**src/rtl/bank_pkg.sv**
```systemverilog
// Shared constants, batch payload type and FSM state encoding for the bank
// write scheduler and its helpers.
package bank_pkg;

   localparam int unsigned CHANNEL_NUMBER    = 3;
   localparam int unsigned CHANNEL_BANDWIDTH = 128;
   localparam int unsigned BLOCK_DEPTH       = 480;

   // Address width for a given depth; never below one bit.
   function automatic int unsigned addr_w(input int unsigned depth);
      return (depth > 1) ? $clog2(depth) : 1;
   endfunction

   localparam int unsigned ADDR_W = addr_w(BLOCK_DEPTH);

   // One batch: a lane per bank.
   typedef logic [CHANNEL_NUMBER-1:0][CHANNEL_BANDWIDTH-1:0] batch_t;

   typedef enum logic [1:0] {
      ST_IDLE     = 2'd0,
      ST_WRITE    = 2'd1,
      ST_WAIT_BUF = 2'd2
   } state_t;

endpackage

```
**src/rtl/pingpong_owner_tracker.sv**
```systemverilog
// Ping-pong half ownership: tracks which half is being written, which half the
// reader owns, and which halves hold a completed, unreleased frame.
//   clk, rst_n   clock, asynchronous active-low reset
//   set_pulse    writer completed half write_sel: mark busy, move writer on
//   rel_pulse    reader done with half read_sel: clear busy, move reader on
//   busy         per-half frame-pending flags
//   write_sel    half currently being written
//   read_sel     half currently owned by the reader
module pingpong_owner_tracker
   import bank_pkg::*;
(
   input  logic       clk,
   input  logic       rst_n,
   input  logic       set_pulse,
   input  logic       rel_pulse,
   output logic [1:0] busy,
   output logic       write_sel,
   output logic       read_sel
);

   logic       rel_ok;
   logic [1:0] busy_d;

   // A release of an idle half is ignored; set and release may coincide.
   always_comb begin
      rel_ok = rel_pulse && busy[read_sel];
      busy_d = busy;
      if (rel_ok)    busy_d[read_sel]  = 1'b0;
      if (set_pulse) busy_d[write_sel] = 1'b1;
   end

   always_ff @(posedge clk or negedge rst_n) begin
      if (!rst_n) begin
         busy      <= 2'b00;
         write_sel <= 1'b0;
         read_sel  <= 1'b0;
      end else begin
         busy <= busy_d;
         if (rel_ok)    read_sel  <= ~read_sel;
         if (set_pulse) write_sel <= ~write_sel;
      end
   end

endmodule

```
**src/rtl/bank_write_scheduler.sv**
```systemverilog
// Sequences batch writes from the input packer into the ping-pong bank buffers:
// per-frame batch address, registered write strobe, half select, frame hand-off
// to the matrix reader, and drop tracking when no half is free.
//   I_clk, I_rst_n     clock, asynchronous active-low reset
//   I_frame_start      start-of-frame pulse
//   I_valid, I_data    incoming batch (source cannot stall)
//   I_release          reader finished with half O_read_sel
//   O_data, O_address  registered batch and its address, valid with O_write_clk
//   O_write_clk        one-cycle write strobe
//   O_write_sel        half being written
//   O_read_sel         half owned by the reader
//   O_frame_ready      frame complete in half ~O_write_sel
//   O_ready            high while in WRITE
//   O_drop             sticky: a valid batch was discarded
// Optional: BANK_WRITE_STATS_EN adds O_frame_count and O_drop_count.
module bank_write_scheduler
   import bank_pkg::*;
(
   input  logic              I_clk,
   input  logic              I_rst_n,
   input  logic              I_frame_start,
   input  logic              I_valid,
   input  batch_t            I_data,
   input  logic              I_release,
   output batch_t            O_data,
   output logic [ADDR_W-1:0] O_address,
   output logic              O_write_clk,
   output logic              O_write_sel,
   output logic              O_read_sel,
   output logic              O_frame_ready,
   output logic              O_ready,
`ifdef BANK_WRITE_STATS_EN
   output logic [15:0]       O_frame_count,
   output logic [15:0]       O_drop_count,
`endif
   output logic              O_drop
);

   state_t            state_q, state_d;
   logic [ADDR_W-1:0] addr_q, addr_d;
   logic [ADDR_W-1:0] wr_addr;
   logic [1:0]        busy;
   logic              busy_w;
   logic              start_ok;
   logic              wr_en;
   logic              last;
   logic              drop;

   pingpong_owner_tracker u_owner (
      .clk       (I_clk),
      .rst_n     (I_rst_n),
      .set_pulse (last),
      .rel_pulse (I_release),
      .busy      (busy),
      .write_sel (O_write_sel),
      .read_sel  (O_read_sel)
   );

   // Next state, accept/drop decision and address update.
   always_comb begin
      state_d  = state_q;
      addr_d   = addr_q;
      busy_w   = busy[O_write_sel];
      // Frame start is honoured in IDLE (free half) and in WRITE (short-frame restart).
      start_ok = I_frame_start &&
                 (((state_q == ST_IDLE) && !busy_w) || (state_q == ST_WRITE));
      wr_addr  = start_ok ? '0 : addr_q;
      wr_en    = I_valid && (start_ok || (state_q == ST_WRITE));
      // Explicit compare bounds the address for non-power-of-2 depths.
      last     = wr_en && (wr_addr == ADDR_W'(BLOCK_DEPTH - 1));
      drop     = I_valid && !wr_en;

      case (state_q)
         ST_IDLE: begin
            if (I_frame_start) state_d = busy_w ? ST_WAIT_BUF : ST_WRITE;
         end
         ST_WRITE:    state_d = ST_WRITE;
         ST_WAIT_BUF: begin
            if (!busy_w) state_d = ST_IDLE;
         end
         default:     state_d = ST_IDLE;
      endcase
      if (last) state_d = ST_IDLE;

      if (wr_en)         addr_d = last ? '0 : wr_addr + ADDR_W'(1);
      else if (start_ok) addr_d = '0;
   end

   // State and address registers.
   always_ff @(posedge I_clk or negedge I_rst_n) begin
      if (!I_rst_n) begin
         state_q <= ST_IDLE;
         addr_q  <= '0;
      end else begin
         state_q <= state_d;
         addr_q  <= addr_d;
      end
   end

   // Registered outputs toward the distributor and reader.
   always_ff @(posedge I_clk or negedge I_rst_n) begin
      if (!I_rst_n) begin
         O_data        <= '0;
         O_address     <= '0;
         O_write_clk   <= 1'b0;
         O_frame_ready <= 1'b0;
         O_ready       <= 1'b0;
         O_drop        <= 1'b0;
      end else begin
         if (wr_en) begin
            O_data    <= I_data;
            O_address <= wr_addr;
         end
         O_write_clk   <= wr_en;
         O_frame_ready <= last;
         O_ready       <= (state_d == ST_WRITE);
         O_drop        <= O_drop | drop;
      end
   end

`ifdef BANK_WRITE_STATS_EN
   // Completed frames wrap; dropped batches saturate.
   always_ff @(posedge I_clk or negedge I_rst_n) begin
      if (!I_rst_n) begin
         O_frame_count <= 16'd0;
         O_drop_count  <= 16'd0;
      end else begin
         if (last) O_frame_count <= O_frame_count + 16'd1;
         if (drop && (O_drop_count != 16'hFFFF)) O_drop_count <= O_drop_count + 16'd1;
      end
   end
`endif

endmodule

```
**config.mk**
```make
export PLATFORM = sky130hd
export DESIGN_NAME = bank_write_scheduler
export DESIGN_NICKNAME = d
export VERILOG_FILES = /design/src/rtl/bank_pkg.sv /design/src/rtl/pingpong_owner_tracker.sv /design/src/rtl/bank_write_scheduler.sv
export SDC_FILE = /design/constraint.sdc
export NUM_CORES = 1
export LEC_CHECK = 0
export BUFFER_PORTS_ARGS = -buffer_cell sky130_fd_sc_hd__buf_2
export CORE_AREA = 2 2 311 313
export DETAILED_ROUTE_END_ITERATION = 8
export DIE_AREA = 0 0 313 315
export PLACE_DENSITY = 0.43
export SLEW_MARGIN = 20
export SYNTH_ARGS = -nofsm -noshare
export SYNTH_HDL_FRONTEND = slang
export SYNTH_SLANG_ARGS = --single-unit
```
**constraint.sdc**
```tcl
create_clock -name I_clk -period 3.2 [get_ports I_clk]
set_input_delay 0.16 -clock I_clk [delete_from_list [all_inputs] [get_ports I_clk]]
set_output_delay 0.16 -clock I_clk [all_outputs]
set_load 0.05 [all_outputs]
```
-- After elaboration in Yosys (flattened, before gate mapping)
Cells that the tools add are included.
- logic and storage cells: 59
- input bits: 389
- bits in registers: 412
- output and inout bits: 399
- reduce and logical (&&, ||, !) cells: 13
- multiplexer cells: 18
- bitwise gates (word level): 6
- eq/ne operators: 4
- add/sub/neg operators: 1
- $lt $le $gt $ge: 4
- operators with widths (operator ; count):
    9-bit 2-to-1 mux ; 3
    2-bit 2-to-1 mux ; 6
    9-bit by 1-bit adder with 9-bit output, second input constant ; 1
    9-bit equality test, second input constant ; 1
    1-bit logical AND ; 8
    1-bit 2-to-1 mux ; 6
    2-bit one-hot mux with 3 select lines ; 1
    2-bit by 1-bit equality test with 1-bit output, second input constant ; 2
    1-bit by 2-bit < comparator with 1-bit output, second input constant ; 2
    2-bit bitwise AND ; 1
    1-bit demux with 1-bit select ; 2
    2-bit equality test, second input constant ; 1
    1-bit greater-or-equal comparator, second input constant ; 2
    1-bit logical NOT ; 2
    2-bit logical NOT ; 1
    1-bit logical OR ; 2
    1-bit NOT ; 2
    2-bit NOT ; 1
    2-bit bitwise OR ; 1
    1-bit bitwise OR ; 1

-- Depth between registers and ports, before layout
Gate-level depths: netlist (run 1).
- depth after elaboration: 11
- depth in mapped cells: 9
- depth with buffers taken out: 9

-- Hierarchy
Synthesis (run 1) repeated with hierarchy kept, for this count alone.
- cell total of the unflattened synthesis: 1731
- area total of the unflattened synthesis: 15720.1 sq um
- by module, submodules not included (module ; area an instance (sq um) ; cells an instance ; times used ; seq. area each (sq um)):
    bank_write_scheduler ; 15568.7 ; 1719 ; 1 ; 10209.8
    pingpong_owner_tracker ; 151.4 ; 12 ; 1 ; 100.1

-- Worst setup path before layout (run 1)
Ideal clock, no wire load.
- kind: reg2reg
- start point: register u_owner.write_sel
- end point: register addr_q[8]
- period minus slack after synthesis: 2.537 ns
- setup time: 0.084 ns
- slack: 0.663 ns
- arrival time: 2.453 ns
- data required time: 3.116 ns
- buffers on the path: 0
- stages on the path, launching flop included: 10
- cells stage by stage: dfrtp_1 mux2i_2 o21ai_1 nand2_1 inv_1 ha_1 and4_1 nand4_1 or3b_1 a21boi_0
- longest elaborated chain between the ends: 11
- elaborated cells on any way between the ends: 14
- classes of those cells: add/sub: 1; eq/ne: 1; mux: 5; reduce/logical: 7
- RTL lines (element ; RTL line ; source):
    start: declaration ; pingpong_owner_tracker.sv:17 ; output logic write_sel,
    start signal: assignment ; pingpong_owner_tracker.sv:40 ; if (set_pulse) write_sel <= ~write_sel;
    1-bit 2-to-1 mux (implied by the code) * (2 in series) ; bank_write_scheduler.sv:63 ; busy_w = busy[O_write_sel];
    1-bit logical NOT * ; n/a ;
    1-bit logical AND * ; bank_write_scheduler.sv:66 ; (((state_q == ST_IDLE) && !busy_w) || (state_q == ST_WRITE));
    1-bit logical OR * ; bank_write_scheduler.sv:66 ;
    1-bit logical AND * ; bank_write_scheduler.sv:65 ; start_ok = I_frame_start &&
    9-bit 2-to-1 mux * ; n/a ;
    via wr_addr[0] ; bank_write_scheduler.sv:41 ; logic [ADDR_W-1:0] wr_addr;
    branches (longest 2 deep; another with 9-bit by 1-bit adder with 9-bit output) ; n/a ;
    9-bit 2-to-1 mux * (2 in series) ; bank_write_scheduler.sv:85 ; if (wr_en) addr_d = last ? '0 : wr_addr + ADDR_W'(1);
    via addr_d[8] ; bank_write_scheduler.sv:40 ; logic [ADDR_W-1:0] addr_q, addr_d;
    end signal: assignment ; bank_write_scheduler.sv:96 ; addr_q <= addr_d;
    end: declaration ; bank_write_scheduler.sv:40 ;
Mark *: on every way through the listed nets, which the timed path passes. The select of a mux whose other input is x is not followed.
A chain may end at the register's enable or synchronous reset.

-- Final worst setup path (run 1)
- start point: register u_owner.write_sel
- end point: register u_owner.busy[1]
- longest elaborated chain between the ends: 10
- elaborated cells on any way between the ends: 18
- classes of those cells: order compare: 2; eq/ne: 1; mux: 6; bitwise: 1; reduce/logical: 8
- RTL lines (element ; RTL line ; source):
    1-bit 2-to-1 mux (implied by the code) (2 in series) ; bank_write_scheduler.sv:63 ;
    1-bit logical NOT ; n/a ;
    1-bit logical AND ; bank_write_scheduler.sv:66 ;
    1-bit logical OR ; bank_write_scheduler.sv:66 ;
    1-bit logical AND ; bank_write_scheduler.sv:65 ;
    9-bit 2-to-1 mux ; n/a ;
    via wr_addr[0] ; bank_write_scheduler.sv:41 ;
    9-bit equality test ; bank_write_scheduler.sv:70 ; last = wr_en && (wr_addr == ADDR_W'(BLOCK_DEPTH - 1));
    1-bit logical AND ; bank_write_scheduler.sv:70 ;
    via last ; bank_write_scheduler.sv:46 ; logic last;
    2-bit 2-to-1 mux ; pingpong_owner_tracker.sv:29 ; if (set_pulse) busy_d[write_sel] = 1'b1;
    via u_owner.busy_d[1] ; pingpong_owner_tracker.sv:22 ; logic [1:0] busy_d;
    end signal: assignment ; pingpong_owner_tracker.sv:38 ; busy <= busy_d;
    end: declaration ; pingpong_owner_tracker.sv:16 ; output logic [1:0] busy,
The timed path passes the listed nets, and every way through them passes these cells. The select of a mux whose other input is x is not followed.

==> metrics.txt, run 1 <==
status complete, no violations; CTS tree built; Clock Sink Count 412; Die H 315 um; Worst VDD drop 0.316 mV; clk_lat worst skew 0.60 ns; clk_skew 0.0173 ns; H-Tree Level Count 2; nets@finish 3293; synth warn 0; CTS clk-pin slew, worst paths 0.06 ns; RR Endpoint u_owner.busy[1]$_DFF_PN0_; Clock Tree Buf Depth 3; sw frac 34.8%; critical path arrival 3.09 ns; final setup fails 0; initial antenna violation count 4; HPWL after DPL 43100 um; DR WL/cell 14.6 um; non-filler cells, final 4218; reg2reg start u_owner.write_sel$_DFFE_PN0N_; Synth cell types 36; DIE AREA 98600 sq um; Comb pwr share 25.4%; share of cells above drive strength 1 30.5%; power per cell area 587 nW/um^2; Sequential Power Share 38.3%; CP top delay family simple AND/OR/NAND/NOR gates; Max Cap Viol 0; CP Launch Type flip-flop; Critical Path Sink Type flip-flop; hold_buf cts 388; number of synthesized register bits 412; largest net degree at the start of global routing 173; commonest non-fill, non-tap cell in the layout nand2_1; final global-route overflow total 0; setup TNS 0 ns; vias in the first global route 16000; synthesized netlist net count 2123; total number of vias 15300; shortest period the worst path allows 2.56 ns; Tot GR Track Use 12.0%; TritonCTS Buffers 50; reg2reg setup slack 0.64 ns; FF/Latch Area 10300 sq um; Synth Instances 1733; FMAX 391 MHz; Worst Path Required 3.73 ns; P_sw 5.43 mW; initial core utilization 16.3%; clk root buf clkbuf_16; die width 313 um; Final ANT Viol Nets 0; Final Cycle Share 79.9%; area of the multi-input gates 4810 sq um; RSZ-0062 raised after global routing no; core region area 95700 sq um; Worst Reg-to-Reg Cells 9; Clock Power Share 36.3%; port bufs 787; CP Class flip-flop to flip-flop; LEAKAGE 14.4 nW; crit-path cells mux2i_2 > o21ai_1 > nand2_1 > inv_1 > ha_1 > and4_1 > nand4_1 > nor3b_2 > a22o_1; I/O pins 788; first-pass GRT wire length 92800 um; internal power 10.2 mW; post-layout util 27.7%; HP Class input port to async pin; sequential area share after synthesis 66.2%; Final GP Congestion 0.817; vias per inst 3.63; final wirelength 61500 um; most frequent cells in the layout nand2_1 (1167), buf_2 (786), dfrtp_1 (412); number of cell rows 114; DRT iter0 DRCs 839; syn avg cell area 8.99 sq um; post_cts resized 0; Crit path depth 9; Crit Path Max Fanout 7; area growth from synthesis to layout 70.4%; placed insts 3739; Cell Area, Synth 15600 sq um; Final Max Slew Viols 0; max_slew headroom 33.2%; fill count 10300; Slowest cell on crit path dfrtp_1; Slew @ Worst Pin 1.00 ns; DR DRC count 0; Setup Fix Bufs, Post-CTS 0; final hold viol count 0; drt pass-1 iters 6; CP bufs+invs 1; max incr delay on CP 0.44 ns
==> logic make-up (layout without fill, tap and decap cells) <==
group	after synthesis	after routing	synth area share [%]
adders and majority gates	1	1	0.0803
other	0	2	0
and+or+nand+nor	1196	1196	29.3
DFF	412	412	66.2
buffers and inverters	93	1300	2.93
AOI/OAI and AO/OA	23	23	0.996
muxes	3	3	0.217
xor gates and xnor gates	5	5	0.281
==> metal layers <==
layer,track usage (%),part of all wire (%),up-vias
li1,-,-,7586
met1,14.3,41,7157
met2,20.7,50,457
met3,3.22,6.2,99
met4,4.33,3.1,2
met5,0,0.021,-
==> power by group through the flow <==
| stage | sequential (mW) | combinational, mW | clock, mW |
|---|---|---|---|
| 3_5_place_dp | 6.04 | 3.62 | 0 |
| 3_3_place_gp | 6.04 | 3.62 | 0 |
| 4_1_cts | 5.96 | 4.02 | 5.90 |
| 5_1_grt | 6.03 | 4.22 | 6.11 |
| 2_1_floorplan | 7.82 | 0.610 | 0 |
| 6_report | 5.96 | 3.96 | 5.66 |
==> state kept, by name, summed over array words and instances (netlist names), 2 cells and up <==
register and cells:
addr_q 9, O_data 384, state_q 2, O_address 9
u_owner.busy 2
==> worst reg2reg max path: stages, from the launching register on <==
cell and delay [ns]:
dfrtp_1 0.44, mux2i_2 0.18, o21ai_1 0.42, nand2_1 0.19, inv_1 0.09, ha_1 0.18
and4_1 0.25, nand4_1 0.17, nor3b_2 0.38, a22o_1 0.20
==> cells in the mapped netlist <==
cell	n	area, sq um
or2_2	1	6.26
and2_1	2	12.5
a21boi_0	1	7.51
a31oi_1	1	6.26
mux2i_2	1	13.8
mux2i_1	2	20.0
o22a_1	1	8.76
dfrtp_1	412	10300
inv_2	1	3.75
nand2_1	1167	4380
and3_1	1	6.26
and4_1	1	8.76
buf_2	77	385
nor2_1	6	22.5
and3b_1	3	26.3
nand4_1	4	25.0
nor2b_1	1	6.26
a21oi_4	1	16.3
nor3_1	1	5.00
ha_1	1	12.5
nand3_1	3	15.0
inv_1	4	15.0
nor3b_2	1	12.5
xor2_1	3	26.3
or3_1	1	6.26
o21ai_1	1	5.00
xnor2_1	2	17.5
nand2b_1	2	12.5
o21ai_0	9	45.0
a22o_1	5	43.8
buf_4	3	22.5
or3b_1	1	8.76
a21o_1	1	7.51
clkbuf_1	8	30.0
a21oi_1	3	15.0
and4bb_2	1	12.5
==> layout make-up <==
type                            count  share of cell area, %
Clock inverter                     12                  0.523
Clock buffer                       77                   5.52
Sequential cell                   412                   38.8
Inverter                            5                 0.0990
Timing Repair Buffer             1206                   30.9
Multi-Input combinational cell   1228                   18.1
Antenna cell                        2                 0.0189
Tap cell                         1276                   6.01
==> worst max-delay path by stage <==
stage                                        from                        end
CTS                 u_owner.write_sel$_DFFE_PN0N_  u_owner.busy[1]$_DFF_PN0_
floorplan           u_owner.write_sel$_DFFE_PN0N_        addr_q[8]$_DFF_PN0_
global placement    u_owner.write_sel$_DFFE_PN0N_  u_owner.busy[1]$_DFF_PN0_
detailed placement  u_owner.write_sel$_DFFE_PN0N_  u_owner.busy[1]$_DFF_PN0_
global route        u_owner.write_sel$_DFFE_PN0N_  u_owner.busy[1]$_DFF_PN0_
finish              u_owner.write_sel$_DFFE_PN0N_  u_owner.busy[1]$_DFF_PN0_
==> stage by stage <==
stage          power, mW  hold slack (ns)  worst slack [ns]  instance area (sq um)
3_3_place_gp        9.66            0.263             0.644                  21100
2_1_floorplan       8.43           -0.136             0.663                  15600
3_5_place_dp        9.67            0.266             0.606                  21100
5_1_grt             16.4            0.210             0.335                  26500
6_report            15.6            0.184             0.642                  26500
4_1_cts             15.9            0.170             0.594                  26500
Note: power is estimated with default switching activity, not from simulation.
==> run 2, diff against run 1 <==
--- a/config.mk
+++ b/config.mk
@@ -9,7 +9,7 @@
 export CORE_AREA = 2 2 311 313
 export DETAILED_ROUTE_END_ITERATION = 8
 export DIE_AREA = 0 0 313 315
-export PLACE_DENSITY = 0.43
+export PLACE_DENSITY = 0.44
 export SLEW_MARGIN = 20
 export SYNTH_ARGS = -nofsm -noshare
 export SYNTH_HDL_FRONTEND = slang
==> constraint.sdc (replaced) <==
create_clock -name I_clk -period 2.3 [get_ports I_clk]
set_input_delay 0.115 -clock I_clk [delete_from_list [all_inputs] [get_ports I_clk]]
set_output_delay 0.115 -clock I_clk [all_outputs]
set_load 0.05 [all_outputs]
==> metrics.txt, run 2 (synthesis results as in run 1) <==
clk_skew 0.0118 ns (-0.00548 ns); RSZ-0062 raised after global routing no; global routing usage on met2 20.9% (+0.20 points); fill count 10300 (-0.40%); DRT iter0 DRCs 829 (-1.2%); CP Class flip-flop to flip-flop; Tot GR Track Use 12.0% (-0.019 points); hold path endpoint O_data[322]$_DFFE_PN0N_; Hold Crit Start I_data[322]; reg2reg start u_owner.write_sel$_DFFE_PN0N_; Clock Tree Buf Depth 3 (unchanged); Final Max Slew Viols 0 (unchanged); most frequent cells in the layout nand2_1 (1167), buf_2 (786), dfrtp_1 (411); DR WL/cell 14.5 um (-0.90%); Clock Sink Count 412 (unchanged); max_slew headroom 69.7% (+36 points); Critical Path Sink Type flip-flop; clk_lat worst skew 0.59 ns (about the same); Worst VDD drop 0.454 mV (+43%); CTS clk-pin slew, worst paths 0.06 ns (about the same); Worst Reg-to-Reg Cells 9 (unchanged); final setup fails 0 (unchanged); number of cell rows 114 (unchanged); CP Launch Type flip-flop; core region area 95700 sq um (unchanged); LEAKAGE 14.6 nW (+1.6%); Worst Path Required 2.83 ns (-0.90 ns); Largest register FFs 384 (unchanged); drt pass-1 iters 4 (-2); Max Cap Viol 0 (unchanged); final global-route overflow total 0 (unchanged); port bufs 787 (unchanged); CTS tree built; vias per inst 3.64 (+0.25%); Overall Power 22.4 mW (+43%); setup TNS 0 ns (unchanged); final wirelength 61300 um (-0.33%); area growth from synthesis to layout 73.2%; Final Cycle Share 90.3% (+10 points); GR peak layer met2; nets@finish 3316 (+0.70%); vias in the first global route 15900 (-0.36%); WHS 0.245 ns (+0.0611 ns); Die H 315 um (unchanged); initial core utilization 16.3% (unchanged); share of cells above drive strength 1 31.5% (+1.0 points); HPWL after DPL 43700 um (+1.3%); Final GP Congestion 0.799 (-2.3%); Largest regs O_data (384), O_address (9), addr_q (9); FMAX 481 MHz (+23%); largest net degree at the start of global routing 86 (-50%); DR DRC count 0 (unchanged); HP Class input port to flip-flop; die width 313 um (unchanged); reg2reg setup slack 0.22 ns (-0.42 ns); Slew @ Worst Pin 0.454 ns (-0.547 ns); RR Endpoint u_owner.busy[1]$_DFF_PN0_; GR Util met3 3.17% (-0.046 points); shortest period the worst path allows 2.08 ns (-0.481 ns); DIE AREA 98600 sq um (unchanged); I/O pins 788 (unchanged); TritonCTS Buffers 49 (-2.0%); total number of vias 15400 (+0.82%); power per cell area 828 nW/um^2 (+41%); critical path arrival 2.61 ns (-0.48 ns); commonest non-fill, non-tap cell in the layout nand2_1; GR met1 Demand/Resource 14.1% (-0.23 points); status complete, no violations; Final ANT Viol Nets 0 (unchanged); initial antenna violation count 2 (-2); Hold Crit Depth 4; first-pass GRT wire length 92300 um (-0.58%); clk root buf clkbuf_16; Crit Path Max Fanout 5 (-2); final hold viol count 0 (unchanged); Setup Fix Bufs, Post-CTS 0 (unchanged); Top reg by flops O_data; H-Tree Level Count 2 (unchanged)
-- run 2: final cells by class --
| cell class | count | area (sq um) | area share (%) |
|---|---|---|---|
| antenna | 2 | 5.00 | 0.0185 |
| clock buffer | 66 | 1430 | 5.30 |
| clock inverter | 23 | 324 | 1.20 |
| inverter | 5 | 26.3 | 0.0974 |
| multi-input combinational | 1228 | 4820 | 17.8 |
| sequential | 412 | 10300 | 38.2 |
| tap | 1276 | 1600 | 5.92 |
| timing repair buffer | 1230 | 8480 | 31.4 |
-- run 2: power breakdown --
part | switching, mW | leakage (nW) | total [mW] | internal, mW
sequential | 0.366 | 5.00 | 8.31 | 7.94
clock | 3.24 | 0.878 | 8.48 | 5.24
combinational | 4.02 | 8.73 | 5.57 | 1.55
-- run 2: critical path, stage by stage, from the launching register on --
cell and delay (ns):
dfrtp_2 0.41, mux2i_2 0.16, o21ai_2 0.16, nand2_1 0.09
inv_1 0.06, ha_1 0.16, and4_1 0.24, nand4_1 0.17
nor3b_2 0.38, a22o_1 0.20
-- run 2: stage by stage --
step	instance area, sq um	cells	setup WS [ns]	util (%)
2_1_floorplan	15600	1733	0.0107	-
3_3_place_gp	21300	3760	0.263	22.3
3_5_place_dp	21300	3760	0.220	22.3
4_1_cts	27000	4240	0.204	28.2
5_1_grt	27000	4241	0.0378	28.2
6_report	27000	4242	0.223	28.2
-- run 2: layer usage --
layer	vias up	wire, um
li1	7651	-
met1	7229	24600
met2	441	30900
met3	104	3860
met4	2	1970
met5	-	13
-- run 2: worst max-delay path by stage --
| stage | slack (ns) | cells past startpoint | to | startpoint |
|---|---|---|---|---|
| after global placement | 0.26 | 9 | u_owner.busy[1]$_DFF_PN0_ | u_owner.write_sel$_DFFE_PN0N_ |
| after detailed placement | 0.22 | 9 | u_owner.busy[1]$_DFF_PN0_ | u_owner.write_sel$_DFFE_PN0N_ |
| after global routing | 0.04 | 9 | u_owner.busy[1]$_DFF_PN0_ | u_owner.write_sel$_DFFE_PN0N_ |
| final | 0.22 | 9 | u_owner.busy[1]$_DFF_PN0_ | u_owner.write_sel$_DFFE_PN0N_ |
| after floorplan | 0.01 | 9 | addr_q[8]$_DFF_PN0_ | u_owner.write_sel$_DFFE_PN0N_ |
| after CTS | 0.20 | 9 | u_owner.busy[1]$_DFF_PN0_ | u_owner.write_sel$_DFFE_PN0N_ |
-- run 2: what timing repair did --
| action | CTS | global route |
|---|---|---|
| hold endpoints to repair | 774 | 0 |
| endpoints found under the setup margin | 0 | 0 |
| hold buffers | 391 | 0 |
| gates resized for setup | 0 | 0 |
